### config.mk
export PLATFORM = sky130hd
export DESIGN_NAME = hs_lane_serializer
export DESIGN_NICKNAME = d
export VERILOG_FILES = /design/src/rtl/hs_tx_pkg.sv /design/src/rtl/hs_tx_shifter.sv /design/src/rtl/hs_lane_serializer.sv
export SDC_FILE = /design/constraint.sdc
export NUM_CORES = 1
export LEC_CHECK = 0
export BUFFER_PORTS_ARGS = -buffer_cell sky130_fd_sc_hd__buf_2
export CAP_MARGIN = 30
export CORE_MARGIN = 5
export CORE_UTILIZATION = 55
export DETAILED_ROUTE_END_ITERATION = 16
export PLACE_DENSITY = 0.81
export SLEW_MARGIN = 40
export SYNTH_ARGS = -nofsm -noshare
export SYNTH_HDL_FRONTEND = slang
export SYNTH_HIERARCHICAL = 1
export SYNTH_SLANG_ARGS = --single-unit
### constraint.sdc
create_clock -name TxDDRClkHS -period 2.2 [get_ports TxDDRClkHS]
set_clock_uncertainty 0.1 [all_clocks]
set_input_delay 0.11 -clock TxDDRClkHS [delete_from_list [all_inputs] [get_ports TxDDRClkHS]]
set_output_delay 0.11 -clock TxDDRClkHS [all_outputs]
set_load 0.02 [all_outputs]
### src/rtl/hs_tx_pkg.sv
// Shared types and constants for the HS lane serializer.
//   hsState_e     : burst framing states
//   HS_SYNC_WORD  : HS sync leader, sent LSB first
//   hsParamsLegal : legality of WORD_W / OUT_W / TRAIL_CYCLES, used by elaboration checks
package hs_tx_pkg;

  typedef enum logic [1:0] {
    IDLE  = 2'd0,
    SYNC  = 2'd1,
    DATA  = 2'd2,
    TRAIL = 2'd3
  } hsState_e;

  localparam logic [7:0]  HS_SYNC_WORD = 8'hB8;
  localparam int unsigned SYNC_W       = 8;

  // WORD_W a non-zero multiple of 8, OUT_W a power of two up to 8, trailer at least one clock.
  function automatic bit hsParamsLegal(int unsigned wordW, int unsigned outW,
                                       int unsigned trailCycles);
    return (wordW >= 8) && ((wordW % 8) == 0) &&
           ((outW == 1) || (outW == 2) || (outW == 4) || (outW == 8)) &&
           (trailCycles >= 1);
  endfunction

endpackage

### src/rtl/hs_tx_shifter.sv
// Shift register and beat counter for one unit (sync byte or data word).
// The register holds only the bits of the unit not yet placed on the line;
// the first beat of a unit goes out directly from the load value.
//   clk, rstN  : clock, synchronous active-low reset
//   load       : capture loadWord (minus its first beat), counter to 0
//   loadSync   : the unit being loaded is the 8-bit sync leader
//   loadWord   : unit to load, bit 0 earliest
//   shift      : advance one beat
//   clear      : return counter to 0 at burst end
//   nextBits   : beat to place on the line at the next shift
//   lastBeat   : the last beat of the current unit is on the line
module hs_tx_shifter
  import hs_tx_pkg::*;
#(
  parameter int unsigned WORD_W = 8,
  parameter int unsigned OUT_W  = 2
) (
  input  logic              clk,
  input  logic              rstN,
  input  logic              load,
  input  logic              loadSync,
  input  logic [WORD_W-1:0] loadWord,
  input  logic              shift,
  input  logic              clear,
  output logic [OUT_W-1:0]  nextBits,
  output logic              lastBeat
);

  localparam int unsigned DATA_BEATS = WORD_W / OUT_W;
  localparam int unsigned SYNC_BEATS = SYNC_W / OUT_W;
  localparam int unsigned CNT_W      = $clog2(DATA_BEATS + 1);

  logic [WORD_W-1:0] shReg;
  logic [CNT_W-1:0]  beatCnt;
  logic              unitSync;

  // Unit storage and beat position
  always_ff @(posedge clk) begin
    if (!rstN) begin
      shReg    <= '0;
      beatCnt  <= '0;
      unitSync <= 1'b0;
    end else if (load) begin
      shReg    <= loadWord >> OUT_W;
      beatCnt  <= '0;
      unitSync <= loadSync;
    end else if (shift) begin
      shReg    <= shReg >> OUT_W;
      beatCnt  <= beatCnt + CNT_W'(1);
    end else if (clear) begin
      beatCnt  <= '0;
    end
  end

  assign nextBits = shReg[OUT_W-1:0];
  assign lastBeat = (beatCnt == (unitSync ? CNT_W'(SYNC_BEATS - 1) : CNT_W'(DATA_BEATS - 1)));

endmodule

### src/rtl/hs_lane_serializer.sv
// HS serializer for one D-PHY data lane, running on the serial-rate clock.
// Frames a burst: sync leader, gap-free data words via valid/ready, then trailer.
//   TxDDRClkHS    : serial-rate clock
//   TxRst_n       : synchronous active-low reset
//   TxRequestHS   : burst request, high for the whole burst
//   TxWordHS_Data : payload word, bit 0 first
//   TxWordValidHS : payload word valid
//   TxReadyHS     : word accepted when high together with TxWordValidHS (combinational)
//   Serial_Bits   : OUT_W-bit line beat, bit 0 earliest
//   Serial_Active : HS driver enable
//   Underflow     : sticky, burst ended because data was starved
module hs_lane_serializer
  import hs_tx_pkg::*;
#(
  parameter int unsigned WORD_W       = 8,
  parameter int unsigned OUT_W        = 2,
  parameter int unsigned TRAIL_CYCLES = 4
) (
  input  logic              TxDDRClkHS,
  input  logic              TxRst_n,
  input  logic              TxRequestHS,
  input  logic [WORD_W-1:0] TxWordHS_Data,
  input  logic              TxWordValidHS,
  output logic              TxReadyHS,
  output logic [OUT_W-1:0]  Serial_Bits,
  output logic              Serial_Active,
  output logic              Underflow
);

  if (!hsParamsLegal(WORD_W, OUT_W, TRAIL_CYCLES)) begin : gBadParams
    $error("hs_lane_serializer: illegal WORD_W / OUT_W / TRAIL_CYCLES combination");
  end

  localparam int unsigned TRAIL_W = $clog2(TRAIL_CYCLES + 1);

  hsState_e           state, stateNext;
  logic [TRAIL_W-1:0] trailCnt, trailCntNext;
  logic [OUT_W-1:0]   serialBitsNext;
  logic               activeNext, underflowNext;

  logic               shLoad, shLoadSync, shShift, shClear;
  logic [WORD_W-1:0]  shLoadWord;
  logic [OUT_W-1:0]   shNextBits;
  logic               shLastBeat;

  logic               unitEnd, accept, trailDone;

  hs_tx_shifter #(
    .WORD_W (WORD_W),
    .OUT_W  (OUT_W)
  ) uShifter (
    .clk      (TxDDRClkHS),
    .rstN     (TxRst_n),
    .load     (shLoad),
    .loadSync (shLoadSync),
    .loadWord (shLoadWord),
    .shift    (shShift),
    .clear    (shClear),
    .nextBits (shNextBits),
    .lastBeat (shLastBeat)
  );

  // Ready only while the final beat of a unit is on the line, so the next word follows without a bubble
  assign unitEnd   = ((state == SYNC) || (state == DATA)) && shLastBeat;
  assign TxReadyHS = unitEnd && TxRequestHS;
  assign accept    = TxReadyHS && TxWordValidHS;
  assign trailDone = (trailCnt == TRAIL_W'(TRAIL_CYCLES - 1));

  // State register
  always_ff @(posedge TxDDRClkHS) begin
    if (!TxRst_n) state <= IDLE;
    else          state <= stateNext;
  end

  // Next-state decode
  always_comb begin
    stateNext = state;
    case (state)
      IDLE:       if (TxRequestHS) stateNext = SYNC;
      SYNC, DATA: if (unitEnd)     stateNext = accept ? DATA : TRAIL;
      TRAIL:      if (trailDone)   stateNext = IDLE;
      default:    stateNext = IDLE;
    endcase
  end

  // Next values for the output registers and shifter controls
  always_comb begin
    serialBitsNext = Serial_Bits;
    activeNext     = Serial_Active;
    underflowNext  = Underflow;
    trailCntNext   = trailCnt;
    shLoad         = 1'b0;
    shLoadSync     = 1'b0;
    shShift        = 1'b0;
    shClear        = 1'b0;
    shLoadWord     = TxWordHS_Data;
    case (state)
      IDLE: begin
        if (TxRequestHS) begin
          shLoad         = 1'b1;
          shLoadSync     = 1'b1;
          shLoadWord     = WORD_W'(HS_SYNC_WORD);
          serialBitsNext = HS_SYNC_WORD[OUT_W-1:0];
          activeNext     = 1'b1;
          underflowNext  = 1'b0;
        end
      end
      SYNC, DATA: begin
        if (!unitEnd) begin
          shShift        = 1'b1;
          serialBitsNext = shNextBits;
        end else if (accept) begin
          shLoad         = 1'b1;
          serialBitsNext = TxWordHS_Data[OUT_W-1:0];
        end else begin
          // Still requesting but nothing offered: starved
          if (TxRequestHS) underflowNext = 1'b1;
          // Trailer is the inverse of the last bit sent
          serialBitsNext = {OUT_W{~Serial_Bits[OUT_W-1]}};
          trailCntNext   = '0;
          shClear        = 1'b1;
        end
      end
      TRAIL: begin
        if (trailDone) begin
          serialBitsNext = '0;
          activeNext     = 1'b0;
        end else begin
          trailCntNext   = trailCnt + TRAIL_W'(1);
        end
      end
      default: ;
    endcase
  end

  // Output registers
  always_ff @(posedge TxDDRClkHS) begin
    if (!TxRst_n) begin
      Serial_Bits   <= '0;
      Serial_Active <= 1'b0;
      Underflow     <= 1'b0;
      trailCnt      <= '0;
    end else begin
      Serial_Bits   <= serialBitsNext;
      Serial_Active <= activeNext;
      Underflow     <= underflowNext;
      trailCnt      <= trailCntNext;
    end
  end

endmodule

==> results by group, run 1 <==
Job
  – Max cap viols: 0

Clock tree
  – Post-CTS setup buffer count: 0
  – Worst-path clk slew: 0.10 ns
  – Num Clock Sinks: 18
  – Resized cells post-CTS: 0
  – TritonCTS clock tree: yes
  – Clock Latency Late Sink: 0.29 ns
  – CTS Root Cell: clkbuf_4
  – CTS Hold Bufs: 0
  – Clock Path Buffers: 2
  – Htree depth: 1
  – Number of buffers created by CTS: 3

Routing
  – ANT nets after route: 0
  – Via count: 862
  – Drt first pass iters: 4
  – Vias/cell: 5.35
  – Routed WL per cell: 12.0 µm
  – Total wire length: 1940 µm
  – DR DRC count: 0
  – Initial DRC count: 18

Critical path
  – Crit-path leading delay family: simple AND/OR/NAND/NOR gates
  – CP Max Fanout: 13
  – Startpoint types: register
  – Crit path largest cell delay: 0.39 ns
  – CP Capture Type: register
  – Worst r2r path cells: 8
  – Worst path required time: 2.33 ns
  – Max stage delay cell, worst path: dfxtp_1
  – Worst-path cell chain: inv_1 > ha_1 > and3_1 > nand2_1 > a21oi_1 > buf_4 > or3b_1 > a21boi_1
  – Instance count on the critical path: 8
  – Arr. time, crit path: 2.18 ns
  – WP buf/inv: 2
  – Crit path kind: register to register

Synth
  – Gate count of the mapped netlist: 120
  – Avg Cell Area, Syn: 8.99 µm²
  – Cell area after synthesis: 1080 µm²
  – Synth warnings: 6
  – Total nets after synthesis: 139

Cells and area
  – # diodes: 0
  – Nets@finish: 155
  – Most frequent cells in the layout: 18 x dfxtp_1, 16 x buf_2, 12 x nand2_1
  – Area occupied by multi-input gates: 651 µm²
  – FF/Latch Area: 360 µm²
  – Filler Cells Inserted: 186
  – Commonest non-fill, non-tap cell in the layout: dfxtp_1
  – Area Growth Syn to Fin: 9.51%
  – Layout cells sized above 1: 0.209

STA
  – Hold Vio Cnt, Final: 0
  – Max Slew Vio Count: 0
  – Setup TNS: 0 ns
  – Peak Freq: 0.488 GHz
  – Worst-Margin Slew: 0.431 ns
  – Final Cycle Share: 0.932
  – Fin crit period: 2.05 ns
  – RSZ-0062 raised after global routing: no
  – Slew Limit Headroom: 0.713
  – Final setup fails: 0

Min path
  – Min-Delay Path Class: input pin to register
  – Worst Hold Depth: 4

Floorplanning
  – Initial core utilization: 0.561
  – Num ports: 17
  – Die height: 54.3 µm
  – Core box area: 1920 µm²
  – Die area: 2950 µm²
  – Die width: 54.3 µm
  – FP Rows: 16

Global routing
  – Initial antenna violation count: 0
  – Vias in the first global route: 744
  – Gr ovfl total: 0
  – Pin count of the biggest net entering global routing: 17
  – All-layer global routing usage: 0.156
  – First-pass GRT wire length: 3310 µm

Power and ir drop
  – Peak supply drop: 0.421 mV
  – Pwr per Cell Area: 557 nW/µm²
  – Design Power: 658 µW
  – Pleak: 0.540 nW

Place
  – Routability congestion estimate: 0.839
  – Post-DP HPWL: 1470 µm
  – # port buffers: 16

Run status
  – Outcome: complete, no violations
-- flip-flops by register name, indices dropped and copies added (netlist names) --
| register | cells |
|---|---|
| state | 2 |
| Serial_Bits | 2 |
| uShifter/shReg | 6 |
| Underflow | 1 |
| Serial_Active | 1 |
| uShifter/beatCnt | 3 |
| trailCnt | 3 |
-- cell type report --
cell class | instances | share of cell area
inverter | 5 | 0.0159
timing repair buffer | 18 | 0.0805
sequential | 18 | 0.305
multi-input combinational | 90 | 0.551
clock buffer | 3 | 0.0191
tap | 27 | 0.0286
-- worst reg2reg max path: stages, from the launching register on --
cell      delay, ns
dfxtp_1        0.39
inv_1          0.06
ha_1           0.37
and3_1         0.18
nand2_1        0.09
a21oi_1        0.08
buf_4          0.19
or3b_1         0.38
a21boi_1       0.14
-- per-layer routing --
layer | up-vias | part of all wire | track usage
met2 | 15 | 0.46 | 0.259
li1 | 452 | - | -
met3 | 3 | 0.055 | 0.0572
met5 | - | 0 | 0
met4 | 0 | 0.0046 | 0.0373
met1 | 392 | 0.48 | 0.191
-- worst paths after layout --
kind	from	endpoint	slack, ns
setup / recovery	state[0]	uShifter/shReg[5]	0.15
hold / removal	TxWordHS_Data[7]	uShifter/shReg[5]	0.06
setup reg to reg	state[0]	uShifter/shReg[5]	0.15
hold reg to reg	Serial_Active	Serial_Active	0.38
-- per-stage QoR --
| step | hold slack [ns] | worst slack (ns) | util | area [µm²] | cells |
|---|---|---|---|---|---|
| after global routing | 0.0801 | 0.00716 | 0.615 | 1180 | 161 |
| after detailed placement | 0.370 | 0.156 | 0.603 | 1160 | 158 |
| final | 0.0622 | 0.151 | 0.615 | 1180 | 161 |
| after CTS | 0.0574 | 0.140 | 0.615 | 1180 | 161 |
| after global placement | 0.347 | 0.235 | 0.603 | 1160 | 158 |
| after floorplan | 0.128 | 0.0705 | - | 1080 | 120 |
-- report_power, final --
part           total (mW)  internal (mW)  switching, mW
Combinational       0.139         0.0672         0.0719
Sequential          0.357          0.346         0.0113
Clock               0.162         0.0638         0.0980
Total               0.658          0.477          0.181
No activity file was read; power rests on OpenSTA's default activity.
==> run 2, diff against run 1 <==
--- a/config.mk
+++ b/config.mk
@@ -10,7 +10,8 @@
 export CORE_MARGIN = 5
 export CORE_UTILIZATION = 55
 export DETAILED_ROUTE_END_ITERATION = 16
-export PLACE_DENSITY = 0.81
+export MAX_ROUTING_LAYER = met4
+export PLACE_DENSITY_LB_ADDON = 0.3
 export SLEW_MARGIN = 40
 export SYNTH_ARGS = -nofsm -noshare
 export SYNTH_HDL_FRONTEND = slang
==> constraint.sdc (replaced) <==
create_clock -name TxDDRClkHS -period 2.2 [get_ports TxDDRClkHS]
set_clock_uncertainty 0.1 [all_clocks]
set_input_delay 0.11 -clock TxDDRClkHS [delete_from_list [all_inputs] [get_ports TxDDRClkHS]]
set_output_delay 0.11 -clock TxDDRClkHS [all_outputs]
set_load 0.1 [all_outputs]
==> run 2 against run 1 <==
Sequential share of layout area down 0.32 points. Sequential power about the same. Non-clock buffer count grew 1. Critical path depth stayed put. Largest cell class unchanged.
==> results by group, run 2 (synthesized netlist as in run 1, its figures left out) <==
Cells and area
  – Reg with most FFs: uShifter/shReg (unchanged)
  – Filler Cells Inserted: 186 (unchanged)
  – # diodes: 0 (unchanged)
  – Most frequent cells in the layout: 18 x dfxtp_1, 16 x buf_2, 12 x nand2_1 (unchanged)
  – Final Non-Filler Cells: 162 (was 161)
  – Nets@finish: 156 (was 155)
  – Commonest non-fill, non-tap cell in the layout: dfxtp_1 (unchanged)
  – Area Growth Syn to Fin: 10.7% (was 9.51%)
  – Largest register FFs: 6 (unchanged)
  – Layout cells sized above 1: 0.222 (was 0.209)
  – Final core occ: 0.621 (was 0.615)
  – Biggest regs: uShifter/shReg: 6 flops, trailCnt: 3 flops, uShifter/beatCnt: 3 flops (unchanged)

STA
  – Setup TNS: 0 ns (unchanged)
  – Worst-Margin Slew: 0.494 ns (was 0.431 ns)
  – Hold Vio Cnt, Final: 0 (unchanged)
  – Slew Limit Headroom: 0.673 (was 0.713)
  – Final setup fails: 0 (unchanged)
  – Final Cycle Share: 0.959 (was 0.932)
  – Peak Freq: 0.474 GHz (was 0.488 GHz)
  – Max Slew Vio Count: 0 (unchanged)
  – Final WS setup: 0.0892 ns (was 0.151 ns)
  – RSZ-0062 raised after global routing: no (unchanged)
  – Fin crit period: 2.11 ns (was 2.05 ns)

Clock tree
  – Htree depth: 1 (unchanged)
  – Clock Path Buffers: 2 (unchanged)
  – Resized cells post-CTS: 0 (unchanged)
  – Clock Latency Late Sink: 0.28 ns (was 0.29 ns)
  – CTS Hold Bufs: 0 (unchanged)
  – Post-CTS setup buffer count: 0 (unchanged)
  – CTS Root Cell: clkbuf_4 (unchanged)
  – Num Clock Sinks: 18 (unchanged)
  – TritonCTS clock tree: yes (unchanged)
  – Number of buffers created by CTS: 3 (unchanged)
  – Worst-path clk slew: 0.10 ns (about the same)

Critical path
  – Startpoint types: register (unchanged)
  – R2R Path Start: state[0] (unchanged)
  – Critical Path Source: state[0] (unchanged)
  – Worst path required time: 2.32 ns (was 2.33 ns)
  – CP Max Fanout: 13 (unchanged)
  – Arr. time, crit path: 2.23 ns (was 2.18 ns)
  – Crit path kind: register to register (unchanged)
  – CP Capture Type: register (unchanged)

Run status
  – Outcome: complete, no violations (unchanged)

Routing
  – DR DRC count: 0 (unchanged)
  – Initial DRC count: 28 (was 18)
  – Met3 WL: 114 µm (was 106 µm)
  – Met1 wire length: 938 µm (was 926 µm)
  – ANT nets after route: 0 (unchanged)
  – Routed WL per cell: 13.4 µm (was 12.0 µm)
  – Via count: 888 (was 862)
  – WL met2: 1100 µm (was 894 µm)
  – Total wire length: 2170 µm (was 1940 µm)
  – Vias/cell: 5.48 (was 5.35)
  – Drt first pass iters: 5 (was 4)
  – Top layer in use: met4 (unchanged)

Job
  – Max cap viols: 0 (unchanged)

Place
  – Pre-CTS setup slack: 0.138 ns (was 0.156 ns)
  – Post-DP HPWL: 1620 µm (was 1470 µm)
  – Placed cells: 159 (was 158)
  – Routability congestion estimate: 0.899 (was 0.839)
  – # port buffers: 16 (unchanged)

Floorplanning
  – Initial core utilization: 0.561 (unchanged)
  – FP Rows: 16 (unchanged)
  – Num ports: 17 (unchanged)
  – Die width: 54.3 µm (unchanged)
  – Die height: 54.3 µm (unchanged)
  – Core box area: 1920 µm² (unchanged)
  – Die area: 2950 µm² (unchanged)

Global routing
  – Gr ovfl total: 0 (unchanged)
  – First-pass GRT wire length: 3590 µm (was 3310 µm)
  – Vias in the first global route: 857 (was 744)
  – Initial antenna violation count: 0 (unchanged)
  – All-layer global routing usage: 0.172 (was 0.156)
  – Pin count of the biggest net entering global routing: 17 (unchanged)

Power and ir drop
  – Design Power: 692 µW (was 658 µW)
  – Peak supply drop: 0.384 mV (was 0.421 mV)
  – Pwr per Cell Area: 579 nW/µm² (was 557 nW/µm²)
  – Pleak: 0.542 nW (was 0.540 nW)

Min path
  – Min-Delay Path Class: input pin to register (unchanged)
  – HP Start: TxWordHS_Data[6] (was TxWordHS_Data[7])
[run 2: worst max-delay path, stage by stage, from the launching register on]
cell      delay, ns
dfxtp_1        0.39
inv_1          0.06
ha_1           0.41
and3_4         0.22
nand2_1        0.08
a21oi_1        0.07
buf_4          0.17
or3b_1         0.38
a21boi_1       0.15
[run 2: report_power, final]
| group | total, mW | internal [mW] | switching [mW] | leakage, nW |
|---|---|---|---|---|
| combinational | 0.176 | 0.0698 | 0.106 | 0.381 |
| clock | 0.159 | 0.0636 | 0.0952 | 0.0138 |
| sequential | 0.357 | 0.346 | 0.0116 | 0.147 |
[run 2: cell type report]
class                   count  area (µm²)  share of cell area
inverters                   5        18.8              0.0157
multi-input cells          90         656               0.549
repair buffers             19         103              0.0860
well taps                  27        33.8              0.0283
flip-flops and latches     18         360               0.302
clock buffers               3        22.5              0.0189
[run 2: metrics by stage]
stage | hold WS (ns) | cell area (µm²)
3_5_place_dp | 0.377 | 1170
4_1_cts | 0.0672 | 1190
2_1_floorplan | 0.128 | 1090
6_report | 0.0753 | 1190
5_1_grt | 0.0918 | 1190
3_3_place_gp | 0.344 | 1170
[run 2: final timing paths]
kind                                     endpoint  slack, ns  depth (start not counted)
worst min-delay path            uShifter/shReg[4]       0.08                          4
worst max-delay path            uShifter/shReg[5]       0.09                          8
worst max register to register  uShifter/shReg[5]       0.09                          8
worst min register to register        trailCnt[2]       0.39                          2
[run 2: metal layers]
| layer | track usage | up-vias |
|---|---|---|
| met5 | - | - |
| met4 | 0.0622 | 0 |
| met3 | 0.0245 | 4 |
| met2 | 0.303 | 26 |
| met1 | 0.198 | 406 |
| li1 | - | 452 |
==> run 3, diff against run 2 <==
--- a/config.mk
+++ b/config.mk
@@ -12,6 +12,7 @@
 export DETAILED_ROUTE_END_ITERATION = 16
 export MAX_ROUTING_LAYER = met4
 export PLACE_DENSITY_LB_ADDON = 0.3
+export RECOVER_POWER = 100
 export SLEW_MARGIN = 40
 export SYNTH_ARGS = -nofsm -noshare
 export SYNTH_HDL_FRONTEND = slang
==> run 3 against run 2 <==
First-iteration DRC count fell by 29%. Register-to-register slack hardly changed. Worst hold slack got worse by 0.0013 ns. Sequential share of layout area is 0.29 points higher. Fmax increased by 0.47%. Critical path depth stayed put. Cell count is the same. Non-clock buffer count did not move. Clock-buffer cell count unchanged. Critical path type unchanged.
==> results by group, run 3 (synthesized netlist as in run 1, its figures left out) <==
Run status
  – Outcome: complete, no violations (unchanged)

Clock tree
  – CTS Root Cell: clkbuf_4 (unchanged)
  – Htree depth: 1 (unchanged)
  – TritonCTS clock tree: yes (unchanged)
  – Number of buffers created by CTS: 3 (unchanged)
  – Worst-path clk slew: 0.10 ns (about the same)
  – Post-CTS setup buffer count: 0 (unchanged)
  – Clock Latency Late Sink: 0.28 ns (about the same)
  – CTS Hold Bufs: 0 (unchanged)
  – Clock Path Buffers: 2 (unchanged)
  – Num Clock Sinks: 18 (unchanged)
  – Resized cells post-CTS: 0 (unchanged)

Cells and area
  – # diodes: 0 (unchanged)
  – Area Growth Syn to Fin: 9.63% (was 10.7%)
  – Nets@finish: 156 (unchanged)
  – Most frequent cells in the layout: 18 x dfxtp_1, 12 x nand2_1, 11 x nand2b_1, 11 x buf_2, 8 x a21oi_1 (was 18 x dfxtp_1, 16 x buf_2, 12 x nand2_1)
  – Final Non-Filler Cells: 162 (unchanged)
  – Design area: 1180 µm² (was 1190 µm²)
  – Biggest regs: uShifter/shReg: 6 flops, trailCnt: 3 flops, uShifter/beatCnt: 3 flops (unchanged)
  – Largest register FFs: 6 (unchanged)
  – Commonest non-fill, non-tap cell in the layout: dfxtp_1 (unchanged)
  – Filler Cells Inserted: 190 (was 186)
  – Reg with most FFs: uShifter/shReg (unchanged)
  – Layout cells sized above 1: 0.178 (was 0.222)
  – Final core occ: 0.615 (was 0.621)

STA
  – RSZ-0062 raised after global routing: no (unchanged)
  – Setup TNS: 0 ns (unchanged)
  – Max Slew Vio Count: 0 (unchanged)
  – Fin crit period: 2.10 ns (was 2.11 ns)
  – Peak Freq: 0.476 GHz (was 0.474 GHz)
  – Final Cycle Share: 0.955 (was 0.959)
  – Worst-Margin Slew: 1.16 ns (was 0.494 ns)
  – Hold Vio Cnt, Final: 0 (unchanged)
  – Slew Limit Headroom: 0.228 (was 0.673)
  – Final setup fails: 0 (unchanged)

Critical path
  – Crit path largest cell delay: 0.40 ns (was 0.41 ns)
  – Arr. time, crit path: 2.22 ns (was 2.23 ns)
  – Worst-path cell chain: inv_1 > ha_1 > and3_4 > nand2_1 > a21oi_1 > buf_4 > or3b_1 > a21boi_1 (unchanged)
  – Max stage delay cell, worst path: dfxtp_1 (was ha_1)
  – Instance count on the critical path: 8 (unchanged)
  – Crit-path leading delay family: simple AND/OR/NAND/NOR gates (unchanged)
  – CP Max Fanout: 13 (unchanged)
  – CP Capture Type: register (unchanged)
  – Crit path kind: register to register (unchanged)
  – WP buf/inv: 2 (unchanged)
  – Worst r2r path cells: 8 (unchanged)
  – Worst path required time: 2.32 ns (about the same)
  – Startpoint types: register (unchanged)

Power and ir drop
  – Design Power: 686 µW (was 692 µW)
  – Pwr per Cell Area: 580 nW/µm² (was 579 nW/µm²)
  – Peak supply drop: 0.381 mV (was 0.384 mV)
  – Pleak: 0.521 nW (was 0.542 nW)

Floorplanning
  – Initial core utilization: 0.561 (unchanged)
  – Die height: 54.3 µm (unchanged)
  – Die area: 2950 µm² (unchanged)
  – Num ports: 17 (unchanged)
  – Core box area: 1920 µm² (unchanged)
  – Die width: 54.3 µm (unchanged)
  – FP Rows: 16 (unchanged)

Global routing
  – Vias in the first global route: 857 (unchanged)
  – Gr ovfl total: 0 (unchanged)
  – All-layer global routing usage: 0.172 (unchanged)
  – First-pass GRT wire length: 3590 µm (unchanged)
  – Initial antenna violation count: 0 (unchanged)
  – Pin count of the biggest net entering global routing: 17 (unchanged)

Routing
  – ANT nets after route: 0 (unchanged)
  – Vias/cell: 5.57 (was 5.48)
  – Routed WL per cell: 13.4 µm (about the same)
  – Total wire length: 2170 µm (about the same)
  – Drt first pass iters: 4 (was 5)
  – Initial DRC count: 20 (was 28)
  – DR DRC count: 0 (unchanged)
  – Via count: 903 (was 888)

Place
  – Placed cells: 159 (unchanged)
  – # port buffers: 16 (unchanged)
  – Post-Place Cell Area: 1170 µm² (unchanged)
  – Routability congestion estimate: 0.899 (unchanged)
  – Post-DP HPWL: 1620 µm (unchanged)

Min path
  – Worst Hold Depth: 4 (unchanged)
  – Min-Delay Path Class: input pin to register (unchanged)

Job
  – Max cap viols: 0 (unchanged)
==> run 3: cell types whose count changed in the layout (fill, tap and decap cells not counted), sizes merged <==
cell,previous run,this run
buf,19,14
clkbuf,3,8
==> run 3: worst paths after layout <==
kind                    start                 to  slack [ns]
max                  state[0]  uShifter/shReg[5]         0.1
min          TxWordHS_Data[6]  uShifter/shReg[4]        0.07
max reg2reg          state[0]  uShifter/shReg[5]         0.1
min reg2reg     Serial_Active      Serial_Active        0.40
==> run 3: routing by layer <==
| layer | GRT usage | share of wire | vias to the layer above |
|---|---|---|---|
| li1 | - | - | 455 |
| met1 | 0.198 | 0.40 | 417 |
| met2 | 0.303 | 0.52 | 29 |
| met3 | 0.0245 | 0.069 | 2 |
| met4 | 0.0622 | 0.0065 | 0 |
| met5 | - | 0 | - |
==> run 3: worst reg2reg max path, cell delays in order (launching register included) <==
cell      delay (ns)
dfxtp_1         0.40
inv_1           0.06
ha_1            0.40
and3_4          0.22
nand2_1         0.08
a21oi_1         0.07
buf_4           0.17
or3b_1          0.38
a21boi_1        0.15
==> run 3: final cells by class <==
type | count | area [µm²] | share of cell area
tap | 27 | 33.8 | 0.0286
sequential | 18 | 360 | 0.305
timing repair buffer | 19 | 97.6 | 0.0825
multi-input combinational | 90 | 649 | 0.549
clock buffer | 3 | 22.5 | 0.0190
inverter | 5 | 18.8 | 0.0159
==> run 3: report_power, final <==
part,total [mW],internal [mW],switching (mW)
Sequential,0.358,0.346,0.0119
Combinational,0.170,0.0658,0.105
Clock,0.158,0.0636,0.0947
==> run 3: per-stage QoR <==
step,setup slack [ns],hold slack [ns]
4_1_cts,0.109,0.0672
3_3_place_gp,0.237,0.344
5_1_grt,0.0124,0.0918
3_5_place_dp,0.138,0.377
2_1_floorplan,0.0353,0.128
6_report,0.0991,0.0741
